===== config.mk =====
export PLATFORM = sky130hd
export DESIGN_NAME = dual_issue_hazard_ctrl
export DESIGN_NICKNAME = d
export VERILOG_FILES = /design/src/rtl/dual_issue_hazard_ctrl.sv
export SDC_FILE = /design/constraint.sdc
export NUM_CORES = 1
export LEC_CHECK = 0
export ABC_AREA = 1
export CAP_MARGIN = 15
export CORE_MARGIN = 8
export CORE_UTILIZATION = 33
export CTS_BUF_LIST = sky130_fd_sc_hd__clkbuf_2
export CTS_CLUSTER_DIAMETER = 150
export DETAILED_ROUTE_END_ITERATION = 10
export MAX_ROUTING_LAYER = met4
export PLACE_DENSITY = 0.92
export SYNTH_ARGS = -nofsm -noshare
export SYNTH_HDL_FRONTEND = slang
export SYNTH_SLANG_ARGS = --single-unit

===== constraint.sdc =====
create_clock -name clk -period 2.4 [get_ports clk]
set_clock_uncertainty 0.05 [all_clocks]
set_input_delay 0.72 -clock clk [delete_from_list [all_inputs] [get_ports clk]]
set_output_delay 0.72 -clock clk [all_outputs]
set_load 0.01 [all_outputs]

===== src/rtl/dual_issue_hazard_ctrl.sv =====
// -----------------------------------------------------------------------------
// dual_issue_hazard_ctrl
//
// Hazard and issue controller for the dual-issue front end. It drives the
// per-slot enable/clear of the fetch-to-decode register, the PC stall and the
// decode-to-execute bubbles. The block resolves three hazard types:
//   - Intra-pair RAW dependencies: the pair is split, so slot 2 issues one
//     cycle after slot 1.
//   - Load-use hazards: the pipe stalls for one cycle.
//   - Taken branches and jumps: the pipe is flushed.
// The whole pipe is frozen while the memory stage reports busy.
//
// Decisions are combinational from the current state and the inputs. Only the
// FSM state and the performance counters are registered. No output feeds back
// into the decision logic.
//
// Configuration macro: DUAL_ISSUE_PERF_EN
//   Defined   : builds three 32-bit saturating performance counters.
//   Undefined : the counter ports are tied to 0 and no counter flops exist.
//
// Ports
//   clk, rst_n                      clock, async active-low reset
//   RegWriteD1, RdD1                slot-1 decode write enable / destination
//   Rs1D1, Rs2D1, Rs1D2, Rs2D2      decode source registers, both slots
//   MemReadE1/2, RdE1/2             execute-stage load flags / destinations
//   PCSrcE                          taken branch/jump resolved in execute
//   MemBusyM                        data memory not ready
//   StallF                          hold the PC
//   EnFD1/2, RstFD1/2               fetch-to-decode slot enable / sync clear
//   FlushE1/2                       decode-to-execute bubble per slot
//   FreezeBE                        hold decode-to-execute and later stages
//   SplitCount, LoadStallCount,
//   FlushCount                      performance counters
// -----------------------------------------------------------------------------
module dual_issue_hazard_ctrl (
    input  logic        clk,
    input  logic        rst_n,
    input  logic        RegWriteD1,
    input  logic [4:0]  RdD1,
    input  logic [4:0]  Rs1D1,
    input  logic [4:0]  Rs2D1,
    input  logic [4:0]  Rs1D2,
    input  logic [4:0]  Rs2D2,
    input  logic        MemReadE1,
    input  logic        MemReadE2,
    input  logic [4:0]  RdE1,
    input  logic [4:0]  RdE2,
    input  logic        PCSrcE,
    input  logic        MemBusyM,
    output logic        StallF,
    output logic        EnFD1,
    output logic        EnFD2,
    output logic        RstFD1,
    output logic        RstFD2,
    output logic        FlushE1,
    output logic        FlushE2,
    output logic        FreezeBE,
    output logic [31:0] SplitCount,
    output logic [31:0] LoadStallCount,
    output logic [31:0] FlushCount
);

    localparam logic [1:0] RUN     = 2'd0;
    localparam logic [1:0] SPLIT   = 2'd1;
    localparam logic [1:0] LDSTALL = 2'd2;
    localparam logic [1:0] FREEZE  = 2'd3;

    logic [1:0] state;
    logic [1:0] state_next;

    logic pair_hazard;
    logic load_use;
    logic take_freeze;
    logic take_redirect;
    logic take_ldstall;
    logic take_split;

    // A load in execute is a hazard only if it writes a real register that
    // one of the four decode sources reads.
    function automatic logic load_hits(input logic       is_load,
                                       input logic [4:0] rd_e,
                                       input logic [4:0] s0,
                                       input logic [4:0] s1,
                                       input logic [4:0] s2,
                                       input logic [4:0] s3);
        return is_load && (rd_e != 5'd0) &&
               ((rd_e == s0) || (rd_e == s1) || (rd_e == s2) || (rd_e == s3));
    endfunction

    assign load_use = load_hits(MemReadE1, RdE1, Rs1D1, Rs2D1, Rs1D2, Rs2D2) ||
                      load_hits(MemReadE2, RdE2, Rs1D1, Rs2D1, Rs1D2, Rs2D2);

    // In SPLIT the slot-1 decode entry is the bubble left behind by the split.
    // Any apparent dependency on it is stale, so the pair hazard is masked.
    assign pair_hazard = (state != SPLIT) && RegWriteD1 && (RdD1 != 5'd0) &&
                         ((Rs1D2 == RdD1) || (Rs2D2 == RdD1));

    // One-hot priority decode: freeze > redirect > load-use > pair split.
    assign take_freeze   = MemBusyM;
    assign take_redirect = !MemBusyM && PCSrcE;
    assign take_ldstall  = !MemBusyM && !PCSrcE && load_use;
    assign take_split    = !MemBusyM && !PCSrcE && !load_use && pair_hazard;

    // -------------------------------------------------------------------------
    // Output decode
    // -------------------------------------------------------------------------
    always_comb begin
        // NOTE: every output gets a default first, so no path leaves one
        // unassigned. Without these defaults the tool would infer a latch.
        StallF   = 1'b0;
        EnFD1    = 1'b1;
        EnFD2    = 1'b1;
        RstFD1   = 1'b0;
        RstFD2   = 1'b0;
        FlushE1  = 1'b0;
        FlushE2  = 1'b0;
        FreezeBE = 1'b0;

        if (take_freeze) begin
            StallF   = 1'b1;
            EnFD1    = 1'b0;
            EnFD2    = 1'b0;
            FreezeBE = 1'b1;
        end else if (take_redirect) begin
            // The clears take priority over the enables in the FD register.
            // Both decode and execute therefore get bubbles, while the PC
            // loads the target.
            RstFD1  = 1'b1;
            RstFD2  = 1'b1;
            FlushE1 = 1'b1;
            FlushE2 = 1'b1;
        end else if (take_ldstall) begin
            StallF  = 1'b1;
            EnFD1   = 1'b0;
            EnFD2   = 1'b0;
            FlushE1 = 1'b1;
            FlushE2 = 1'b1;
        end else if (take_split) begin
            // Slot 1 issues and its FD entry becomes a bubble. Slot 2 is held
            // in decode and issues next cycle.
            StallF  = 1'b1;
            RstFD1  = 1'b1;
            EnFD2   = 1'b0;
            FlushE2 = 1'b1;
        end

        // Reset forces the output values asynchronously, whatever the state.
        if (!rst_n) begin
            StallF   = 1'b1;
            EnFD1    = 1'b0;
            EnFD2    = 1'b0;
            RstFD1   = 1'b1;
            RstFD2   = 1'b1;
            FlushE1  = 1'b1;
            FlushE2  = 1'b1;
            FreezeBE = 1'b0;
        end
    end

    // -------------------------------------------------------------------------
    // State register
    // -------------------------------------------------------------------------
    always_comb begin
        state_next = RUN;
        if (take_freeze) begin
            state_next = FREEZE;
        end else if (take_ldstall) begin
            state_next = LDSTALL;
        end else if (take_split) begin
            state_next = SPLIT;
        end
    end

    // NOTE: sequential state uses non-blocking assignments, so every flop
    // samples values from before the edge, whatever the block order.
    always_ff @(posedge clk or negedge rst_n) begin
        if (!rst_n) begin
            state <= RUN;
        end else begin
            state <= state_next;
        end
    end

    // -------------------------------------------------------------------------
    // Performance counters
    // -------------------------------------------------------------------------
`ifdef DUAL_ISSUE_PERF_EN
    // The take_* terms are all gated by !MemBusyM, so frozen cycles never
    // count.
    always_ff @(posedge clk or negedge rst_n) begin
        if (!rst_n) begin
            SplitCount     <= 32'd0;
            LoadStallCount <= 32'd0;
            FlushCount     <= 32'd0;
        end else begin
            if (take_split && (SplitCount != 32'hFFFF_FFFF))
                SplitCount <= SplitCount + 32'd1;
            if (take_ldstall && (LoadStallCount != 32'hFFFF_FFFF))
                LoadStallCount <= LoadStallCount + 32'd1;
            if (take_redirect && (FlushCount != 32'hFFFF_FFFF))
                FlushCount <= FlushCount + 32'd1;
        end
    end
`else
    assign SplitCount     = 32'd0;
    assign LoadStallCount = 32'd0;
    assign FlushCount     = 32'd0;
`endif

endmodule


==> metrics, run 1 <==
outcome finished with violations; failing checks negative setup slack; Internal 0.000207 W; Worst setup EP type output port; WP data required 1.63 ns; pwr dens 217 nW/um^2; IO Pins 146; Area growth, synth to finish 21.9%; Synth Area in XOR/XNOR 0.130; Biggest register state; final period utilization 1.12; routability cong. 0.913; WS Path Type primary input to output port; Flop pwr share 0.082; commonest non-fill, non-tap cells in the layout 96 x conb_1, 68 x nand2_1, 23 x buf_2; Max FO, Critical Path 5; max-cap violations 0; share of cells above drive strength 1 0.304; DRT Pass-1 Iters 4; H-Tree Depth 1; total number of vias 1648; most common cell after layout, fill and taps aside conb_1; post-synthesis sequential area ratio 0.0297; data arrival time of the worst path 1.93 ns; DR vias/cell 3.85; Hold Path Class primary input to async pin; RSZ-0062 raised after global routing true; first-pass GRT wire length 7160 um; total gr overflow 0; Clk network pwr share 0.119; Die Wd 87.5 um; register area 50.0 um^2; DP Area 2030 um^2; Clock Latency Late Sink 0.19 ns; Distinct cells, synth 21; DRC 0; Switch Pwr 0.000239 W; setup ws final -0.295 ns; CTS tree built; Synth Area in Simple Gates 0.303; FMAX 0.371 GHz; Comb power frac 0.799; core area 5010 um^2; yosys warns 0; Largest register FFs 2; startpoint types primary input; Max VDD drop 0.101 mV; DR iter-0 viols 87; DRT Wirelength 5030 um; post-synthesis compound-gate area fraction 0.0230; fill count 545; Period minus WS final 2.70 ns; row count 26; DR WL/cell 11.8 um; main combinational cell family by area after synthesis buffers and inverters; chip height 87.5 um; starting density of the core 0.337; top flop regs state: 2 flops; synthesized cell area 1690 um^2; Reg clk slew, reported paths 0.03 ns; clk sinks 2; CTS Buffer Depth 2; multiplexer area fraction after synthesis 0; final setup vio count 6; Synth Area per Inst 5.84 um^2; I/O Buffers 49; number of nets in the layout 402; final hold violation count 0; Slew Viols, Final 0; vias in the first global route 1609; cts hold-fix bufs 0; synthesized instance count 289; Sw Share 0.536; n_diodes 0; #FFs+latches synth 2; Inserted Clock Buffers 3; Final Util 0.411; all-layer global routing usage 0.118; fin area 2060 um^2; Total Neg Setup Slack -1.58 ns; die area 7660 um^2; Leakage 1.25 nW; Antenna Nets Post-Route 0; post-synthesis adder-cell area fraction 0; Final HPWL DP 4380 um; multi-input logic area 1250 um^2; antenna violations before repair 0; Root Buffer clkbuf_2; largest net degree at the start of global routing 6
[synth_stat cells, drive strengths merged]
master	number	area share
xor2	6	0.031
or2	2	0.0074
o2111ai	1	0.0052
nand3	15	0.044
nor2	20	0.047
clkbuf	1	0.0030
inv	36	0.080
a21oi	4	0.012
nand2	77	0.18
nand4	6	0.022
buf	96	0.43
o21ai	2	0.0059
clkinv	1	0.0022
xnor2	19	0.099
dfrtp	2	0.030
conb	1	0.0022
[cells by family after synthesis]
group	Yosys count
buffers and inverters	134
and+or+nand+nor	120
xor gates and xnor gates	25
AOI/OAI and AO/OA	7
DFF	2
other	1
[cell type report]
type / count / area share
Inverter: 37 / 0.0723
Tap cell: 70 / 0.0426
Timing Repair Buffer: 68 / 0.247
Multi-Input combinational cell: 248 / 0.606
Clock buffer: 3 / 0.00729
Sequential cell: 2 / 0.0243
[path summary, 6_finish.rpt]
check | slack, ns | endpoint | start | depth (start not counted)
setup / recovery | -0.30 | EnFD1 | RdE1[3] | 12
hold / removal | 0.52 | state[0] | rst_n | 2
setup reg to reg | 1.36 | state[0] | state[0] | 5
hold reg to reg | 0.74 | state[0] | state[0] | 5
max in group asynchronous | 1.68 | state[1] | rst_n | 2
min in group clk | 0.74 | state[0] | state[0] | 5
[repair_timing]
item | 4_1_cts | 5_1_grt
setup buffers | 2 | 0
setup endpoints to repair | 8 | 6
pin swaps | 32 | 27
resized for setup | 198 | 32
[per-layer routing]
layer  GRT usage  up-vias  wire (um)
li1            -      819          -
met4      0.0344        0         70
met3     0.00943        8        334
met5           -        -          0
met1       0.126      732       1890
met2       0.225       89       2740
[power groups by stage]
stage / Combinational, W / Sequential, W / Clock (W)
final: 0.000357 / 0.0000368 / 0.0000531
after global routing: 0.000392 / 0.0000371 / 0.0000573
after CTS: 0.000334 / 0.0000368 / 0.0000527
after detailed placement: 0.000340 / 0.0000370 / 0
after global placement: 0.000338 / 0.0000367 / 0
after floorplan: 0.000301 / 0.0000367 / 0
[stage by stage]
stage / hold WS, ns / worst slack, ns / instances / total power (W)
after floorplan: 0.374 / 0.0177 / 384 / 0.000338
after global placement: 0.721 / -1.20 / 423 / 0.000375
after detailed placement: 0.755 / -1.18 / 423 / 0.000377
after CTS: 0.525 / -0.277 / 428 / 0.000424
after global routing: 0.537 / -0.451 / 428 / 0.000487
final: 0.523 / -0.295 / 428 / 0.000447
[worst max-delay path, stage by stage]
cell	delay (ns)
buf_4	0.14
xnor2_1	0.18
nand3_1	0.14
nor2_1	0.14
nor2_2	0.06
nand2_1	0.07
nand2_2	0.08
nand2_2	0.08
nand2_4	0.07
nand2_2	0.08
nor2_2	0.03
buf_2	0.13
No activity file was read; power rests on OpenSTA's default activity.
==> run 2: changes to the inputs <==
Clock period 2.4 ns to 2.95 ns, I/O delays scaled along.
==> metrics, run 2 (synthesis results as in run 1) <==
outcome finished with violations; failing checks negative setup slack; DRT Wirelength 5330 um (+6.0%); core area 5010 um^2 (unchanged); IO Pins 146 (unchanged); fill count 518 (-5.0%); most common cell after layout, fill and taps aside conb_1; Period minus WS final 3.07 ns; met2 WL 2720 um (-0.69%); worst hold start state[0]; final hold violation count 0 (unchanged); commonest non-fill, non-tap cells in the layout 96 x conb_1, 62 x nand2_1, 27 x buf_4; Max FO, Critical Path 5 (unchanged); pwr dens 180 nW/um^2 (-17%); die area 7660 um^2 (unchanged); Worst setup EP type output port; DR iter-0 viols 57 (-34%); Antenna Nets Post-Route 0 (unchanged); Max VDD drop 0.0663 mV (-34%); CTS Buffer Depth 2 (unchanged); chip height 87.5 um (unchanged); Hold Path Class register to register; setup ws final -0.125 ns (+0.170 ns); RSZ-0062 raised after global routing true; critical register-to-register path startpoint state[0]; I/O Buffers 49 (unchanged); Largest register FFs 2 (unchanged); WL met1 2120 um (+12%); routability cong. 0.956 (+4.7%); first-pass GRT wire length 7650 um (+6.9%); startpoint types primary input; Root Buffer clkbuf_2; DR vias/cell 3.98 (+3.4%); all-layer global routing usage 0.127 (+0.00849); H-Tree Depth 1 (unchanged); Die Wd 87.5 um (unchanged); Final HPWL DP 4390 um (+0.15%); row count 26 (unchanged); CTS tree built; slowest stage delay, CP 0.14 ns (-0.04 ns); WS Path Type primary input to output port; Setup crit end FlushE1; WHS Path Cells 5; Clock Latency Late Sink 0.23 ns (+0.04 ns); data arrival time of the worst path 2.14 ns (+0.21 ns); Critical path origin RdE2[4]; Inserted Clock Buffers 3 (unchanged); Area growth, synth to finish 28.8%; top flop regs state: 2 flops; met3 routed WL 388 um (+16%); final setup vio count 5 (-1); DRT Pass-1 Iters 4 (unchanged); fin cells 432 (+0.93%); largest net degree at the start of global routing 6 (unchanged); worst reg2reg setup slack 1.90 ns (+0.54 ns); max layer used met4; DR WL/cell 12.3 um (+5.0%); DRC 0 (unchanged); max-cap violations 0 (unchanged); share of cells above drive strength 1 0.356 (+0.0519); placed cells 427 (+0.95%); CP max-delay cell buf_4; total number of vias 1720 (+4.4%); antenna violations before repair 0 (unchanged); clk sinks 2 (unchanged); FMAX 0.325 GHz; WP data required 2.02 ns (+0.39 ns); Leakage 1.30 nW (+4.1%); R2R depth 5 (unchanged); cells along the critical path buf_4 > buf_4 > nand2_1 > nand4_1 > nor2_2 > nor2_1 > nand2_1 > nand2_2 > nand2_2 > nand2_4 > buf_4 > nand2_2 > buf_6; total gr overflow 0 (unchanged); number of nets in the layout 406 (+1.0%); reg2reg end state[0]; n_diodes 0 (unchanged); Reg clk slew, reported paths 0.03 ns (about the same); Final Util 0.434 (+0.0232); vias in the first global route 1738 (+8.0%); cts hold-fix bufs 0 (unchanged); starting density of the core 0.337 (unchanged); Slew Viols, Final 0 (unchanged); Biggest register state; final period utilization 1.04
==> run 2: where the power goes <==
group / switching [W] / internal [W] / total, W
clock network: 0.0000230 / 0.0000269 / 0.0000499
logic: 0.000188 / 0.000124 / 0.000312
registers: 0.000000818 / 0.0000293 / 0.0000301
==> run 2: final cells by class <==
class	instances	area, um^2	share of cell area
clock buffers	3	15.0	0.00690
inverters	37	149	0.0685
multi-input cells	248	1310	0.601
flip-flops and latches	2	50.0	0.0230
well taps	70	87.6	0.0403
repair buffers	72	567	0.261
==> run 2: layer usage <==
layer,vias to the layer above,track usage
li1,821,-
met1,790,0.146
met2,98,0.225
met3,11,0.0113
met4,0,0.0391
met5,-,-
==> run 2: how the worst min path moves through the flow <==
stage / slack (ns) / end
2_1_floorplan: 0.54 / state[0]
3_3_place_gp: 0.77 / state[0]
3_5_place_dp: 0.81 / state[0]
4_1_cts: 0.73 / state[0]
5_1_grt: 0.82 / state[0]
6_report: 0.77 / state[0]
==> run 2: critical path: cells and delay by family <==
family	cells	cell delay (ns)
buffers and inverters	4	0.52
and+or+nand+nor	9	0.73
==> run 2: what timing repair did <==
item / CTS / global route
endpoints found under the setup margin: 8 / 7
resized for setup: 197 / 64
gates cloned: 0 / 0
pin swaps: 38 / 28
setup buffers: 1 / 1
==> run 2: stage by stage <==
| stage | setup slack, ns | hold slack [ns] | power, W | area (um^2) | TNS [ns] |
|---|---|---|---|---|---|
| floorplan | 0.169 | 0.539 | 0.000273 | 2040 | 0 |
| global placement | -0.939 | 0.772 | 0.000305 | 2050 | -5.71 |
| detailed placement | -0.981 | 0.811 | 0.000310 | 2050 | -6.00 |
| CTS | -0.0928 | 0.725 | 0.000351 | 2020 | -0.188 |
| global route | -0.237 | 0.820 | 0.000422 | 2170 | -1.10 |
| finish | -0.125 | 0.768 | 0.000392 | 2170 | -0.392 |
==> run 3: changes to the inputs <==
Settings changed: SLEW_MARGIN from default to 20.
==> results of run 3 <==
Same layout as run 2: the final DEF is identical, and so are final timing and power.
